[src/rtl/eth_rx_axis_upsizer.sv]
// Packs the MAC RX byte stream into OUT_BYTES-wide AXI-Stream words, with one word of output buffering.
// Optional frame statistics are enabled by defining ETH_RX_STATS_EN.
module eth_rx_axis_upsizer #(
    parameter int OUT_BYTES  = 4,
    parameter int DATA_WIDTH = 8 * OUT_BYTES
) (
    input  logic                  clock,
    input  logic                  reset_n,
    input  logic [7:0]            s_axis_tdata,
    input  logic                  s_axis_tvalid,
    input  logic                  s_axis_tlast,
    input  logic                  s_axis_tuser,
    output logic                  s_axis_tready,
    output logic [DATA_WIDTH-1:0] m_axis_tdata,
    output logic [OUT_BYTES-1:0]  m_axis_tkeep,
    output logic                  m_axis_tvalid,
    output logic                  m_axis_tlast,
    output logic                  m_axis_tuser,
    input  logic                  m_axis_tready,
    input  logic                  clear_stats,
    output logic [15:0]           status_vector
);

    localparam int LW = (OUT_BYTES > 1) ? $clog2(OUT_BYTES) : 1;

    typedef enum logic {IDLE, FRAME} state_t;

    state_t                state_q, state_d;
    logic [LW-1:0]         lane_q, lane_d;
    logic [DATA_WIDTH-1:0] acc_q, acc_d;
    logic [DATA_WIDTH-1:0] tdata_q, tdata_d;
    logic [OUT_BYTES-1:0]  tkeep_q, tkeep_d;
    logic                  tvalid_q, tvalid_d;
    logic                  tlast_q, tlast_d;
    logic                  tuser_q, tuser_d;

    logic                  accept;
    logic                  last_lane;
    logic                  word_done;
    logic                  out_hs;
    logic [DATA_WIDTH-1:0] merged;
    logic [OUT_BYTES-1:0]  lane_keep;

    assign s_axis_tready = !tvalid_q || m_axis_tready;
    assign accept        = s_axis_tvalid && s_axis_tready;
    assign last_lane     = (lane_q == LW'(OUT_BYTES - 1));
    assign word_done     = accept && (last_lane || s_axis_tlast);
    assign out_hs        = tvalid_q && m_axis_tready;

    // Accumulator lanes above the current one are always zero, so the merged word is already zero-padded.
    for (genvar gi = 0; gi < OUT_BYTES; gi++) begin : g_lane
        assign merged[gi*8 +: 8] = (lane_q == LW'(gi)) ? s_axis_tdata : acc_q[gi*8 +: 8];
        assign lane_keep[gi]     = (LW'(gi) <= lane_q);
    end

    always_comb begin
        state_d  = state_q;
        lane_d   = lane_q;
        acc_d    = acc_q;
        tdata_d  = tdata_q;
        tkeep_d  = tkeep_q;
        tvalid_d = tvalid_q;
        tlast_d  = tlast_q;
        tuser_d  = tuser_q;
        if (out_hs) begin
            tvalid_d = 1'b0;
        end
        if (accept) begin
            state_d = s_axis_tlast ? IDLE : FRAME;
            if (word_done) begin
                lane_d   = '0;
                acc_d    = '0;
                tdata_d  = merged;
                tkeep_d  = lane_keep;
                tvalid_d = 1'b1;
                tlast_d  = s_axis_tlast;
                tuser_d  = s_axis_tlast && s_axis_tuser;
            end else begin
                lane_d = lane_q + LW'(1);
                acc_d  = merged;
            end
        end
    end

    always_ff @(posedge clock) begin
        if (!reset_n) begin
            state_q  <= IDLE;
            lane_q   <= '0;
            acc_q    <= '0;
            tdata_q  <= '0;
            tkeep_q  <= '0;
            tvalid_q <= 1'b0;
            tlast_q  <= 1'b0;
            tuser_q  <= 1'b0;
        end else begin
            state_q  <= state_d;
            lane_q   <= lane_d;
            acc_q    <= acc_d;
            tdata_q  <= tdata_d;
            tkeep_q  <= tkeep_d;
            tvalid_q <= tvalid_d;
            tlast_q  <= tlast_d;
            tuser_q  <= tuser_d;
        end
    end

    assign m_axis_tdata  = tdata_q;
    assign m_axis_tkeep  = tkeep_q;
    assign m_axis_tvalid = tvalid_q;
    assign m_axis_tlast  = tlast_q;
    assign m_axis_tuser  = tuser_q;

`ifdef ETH_RX_STATS_EN
    logic [7:0] good_q, good_d;
    logic [7:0] bad_q, bad_d;

    // Frames are counted as they leave on m_axis; a clear in the same cycle wins.
    always_comb begin
        good_d = good_q;
        bad_d  = bad_q;
        if (clear_stats) begin
            good_d = '0;
            bad_d  = '0;
        end else if (out_hs && tlast_q) begin
            if (tuser_q) begin
                bad_d = (bad_q == 8'hFF) ? bad_q : bad_q + 8'd1;
            end else begin
                good_d = good_q + 8'd1;
            end
        end
    end

    always_ff @(posedge clock) begin
        if (!reset_n) begin
            good_q <= '0;
            bad_q  <= '0;
        end else begin
            good_q <= good_d;
            bad_q  <= bad_d;
        end
    end

    assign status_vector = {bad_q, good_q};
`else
    logic stats_unused;
    assign stats_unused  = clear_stats;
    assign status_vector = 16'd0;
`endif

endmodule

[config.mk]
export PLATFORM = sky130hd
export DESIGN_NAME = eth_rx_axis_upsizer
export DESIGN_NICKNAME = d
export VERILOG_FILES = /design/src/rtl/eth_rx_axis_upsizer.sv
export SDC_FILE = /design/constraint.sdc
export NUM_CORES = 1
export LEC_CHECK = 0
export BUFFER_PORTS_ARGS = -buffer_cell sky130_fd_sc_hd__buf_2
export CAP_MARGIN = 40
export CORE_MARGIN = 1.5
export CORE_UTILIZATION = 40
export DETAILED_ROUTE_END_ITERATION = 8
export PLACE_DENSITY_LB_ADDON = 0.2
export SYNTH_ARGS = -nofsm -noshare
export SYNTH_HDL_FRONTEND = slang
export SYNTH_SLANG_ARGS = --single-unit
[constraint.sdc]
create_clock -name clock -period 1.5 [get_ports clock]
set_clock_uncertainty 0.1 [all_clocks]
set_input_delay 0.45 -clock clock [delete_from_list [all_inputs] [get_ports clock]]
set_output_delay 0.45 -clock clock [all_outputs]
set_load 0.03 [all_outputs]
==> results.md <==
- Status: finished with violations
- Violated checks: setup timing
- Initial DRC count: roughly 130
- Die Ht: about 93 µm
- Post-route ant nets: 0
- Wire per inst: 16.2 µm
- Overall Power: 4.53 mW
- Longest Clk Path Bufs: 2
- GRT Total Usage: 19.8%
- Detailed Place HPWL: 5580 µm
- Area of the multi-input gates: 0.00170 mm²
- Critical path startpoint category: flip-flop
- Hold endpoint: m_axis_tuser
- Cell Count, Final, Fillers Out: about 520
- Total clock sinks: 73
- Final hold violation count: 0
- Min-delay src: s_axis_tuser
- Commonest non-fill, non-tap cells in the layout: dfxtp_1, buf_2, nand4_1, o211a_1
- Max Used Layer: met4
- Ys flop type: dfxtp_1
- Area Overhead vs Synth: 31.4%
- Reg-to-reg endpoint: m_axis_tdata[12]
- Yosys top cell area share: 44.7%
- Core area: 0.00781 mm²
- Sequential-to-total area share from yosys stat: approximately 45%
- First-pass GRT wire length: ~13000 µm
- Power Density: 1050 mW/mm²
- WS Path Type: reg2out
- Routed wire length: 8370 µm
- Post-route worst setup slack: -0.0912 ns
- Gr ovfl total: 0
- Max-Cap Viols: 0
- Drc violations: 0
- Final Max Slew Viols: 0
- Number of synthesized flops with an enable pin: 0
- Leak Pwr: 2.11 nW
- Synthesized area: 0.00327 mm²
- Met2 wire len: about 4000 µm
- Top post-synthesis cells by area: dfxtp_1, mux2i_1, o211a_1
- Die ar.: 0.00872 mm²
- CTS root buf: clkbuf_8
- Synth warn: 0
- Post-layout min period: 1.59 ns
- Final setup vio count: 1
- Via count: roughly 2800
- CTS Buf Count: 9
- Synthesized flop and latch total: 73
- Skew-Pair Late Insertion Delay: 0.35 ns
- Ant. Diodes: 0
- WP data arrival: 1.04 ns
- Row cnt: 32
- Post-DR vias/cell: 5.49
- Largest area contributor in the netlist: dfxtp_1
- Library cells used by synthesis: 30
- Die outline width: 93.4 µm
- CP endpoint kind: output port
- FF+latch area: about 0.0015 mm²
- Layout cell share with drive strength beyond 1: 33.2%
- Hold depth: 3
- Worst r2r path cells: 6
- Cells after DPL: roughly 500
- Critical Path RT: 0.95 ns
- Fillers: 724
- Max rail drop VDD: between 600 and 700 µV
- Routability cong.: 0.841
- # IOs: slightly above 70
- Routed length on met1: 3920 µm
- I/O Buffers: 53
- Most common cell after layout, fill and taps aside: dfxtp_1
- Antenna violations before repair: 0
- Fmax: 628 MHz
- Syn Area/Cell: a little under 10 µm²
- RSZ-0062 raised after global routing: yes
- Reg2reg setup slack: approximately 0.05 ns
- Number of global-route vias before repair: 2637
- Sum Neg Setup Slack: -0.0912 ns
- Metal3 WL: 397 µm
- Cells after Synth: approximately 340
- Starting Density: between 40% and 50%
- FF-to-FF Start: lane_q[0]
- Critical Path Fanout Max: 2
- Min-Delay Path Class: in2reg
- Clock slew at reported path FFs: about 0.070 ns
- Synth async-reset ratio: 0%
- Pre-antenna DRT Iters: 4
- CTS tree: done
- Pin count of the biggest net entering global routing: 40
- Fin nets: 428
- H-tree depth: 3
- Fin crit share: 106%
==> cells in the mapped netlist (all sizes together), types with 6 or more instances <==
cell    number
a21oi        6
and3         8
mux2i       33
buf         39
o22ai       20
dfxtp       73
o21ai        8
nand2       31
nand4       42
clkbuf      10
nor3         7
o211a       33
==> per-layer routing <==
layer / track usage [%] / up-vias
li1: - / 1374
met1: 25.7 / 1375
met2: 32.3 / 74
met3: 4.96 / 6
met4: 6.06 / 0
met5: 0 / -
==> critical path, stage by stage, from the launching register on <==
cell and delay (ns):
dfxtp_4 0.34, nor2b_4 0.17, inv_4 0.05, buf_6 0.13
==> registers in the layout (all words and copies together), names as in the netlist <==
| name | flops |
|---|---|
| acc_q | 32 |
| m_axis_tdata | 32 |
| m_axis_tkeep | 4 |
| lane_q | 2 |
| m_axis_tlast | 1 |
| m_axis_tuser | 1 |
| m_axis_tvalid | 1 |
==> cell type report <==
type,count,share of cell area [%]
Clock buffer,13,3.93
Clock inverter,3,1.05
Inverter,5,0.612
Multi-Input combinational cell,223,39.6
Sequential cell,73,34.3
Tap cell,102,2.97
Timing Repair Buffer,96,17.5
==> repair_timing <==
item,CTS,global route
pin swaps,0,14
resized for setup,16,19
gates cloned,0,3
setup endpoints to repair,64,48
buffers inserted,1,0
endpoints found under the hold margin,0,0
hold buffers,0,0
==> cells by family after synthesis <==
family | count (synthesis) | share of synthesized area (%)
adder cells (fa/ha/maj) | 5 | 1.91
buffers and inverters | 54 | 8.88
AO/OA/AOI/OAI | 74 | 17.7
flip-flops | 73 | 44.7
multiplexers | 33 | 10.1
AND/OR/NAND/NOR | 95 | 16.5
other | 1 | 0.115
==> worst max-delay path by stage <==
stage	start	to	slack [ns]
CTS	m_axis_tvalid	s_axis_tready	-0.11
global placement	lane_q[0]	acc_q[31]	-0.10
detailed placement	lane_q[0]	m_axis_tdata[25]	-0.12
floorplan	m_axis_tready	s_axis_tready	-0.02
finish	m_axis_tvalid	s_axis_tready	-0.09
global route	m_axis_tvalid	s_axis_tready	-0.14
==> where the power goes <==
| part | internal, mW | total [mW] | switching, mW |
|---|---|---|---|
| Sequential | 2.02 | 2.06 | 0.0433 |
| Combinational | 0.309 | 0.807 | 0.498 |
| Clock | 0.913 | 1.66 | 0.750 |
| Total | 3.24 | 4.53 | 1.29 |
==> metrics by stage <==
| step | setup slack (ns) | area, µm² | util, % | hold WS (ns) |
|---|---|---|---|---|
| 3_3_place_gp | -0.101 | 3840 | 49.2 | 0.343 |
| 2_1_floorplan | -0.0161 | 3390 | - | 0.346 |
| 4_1_cts | -0.107 | 4130 | 52.9 | 0.227 |
| 3_5_place_dp | -0.125 | 3840 | 49.2 | 0.360 |
| 5_1_grt | -0.136 | 4290 | 55.0 | 0.238 |
| 6_report | -0.0912 | 4290 | 55.0 | 0.246 |
No activity file was read; power rests on OpenSTA's default activity.
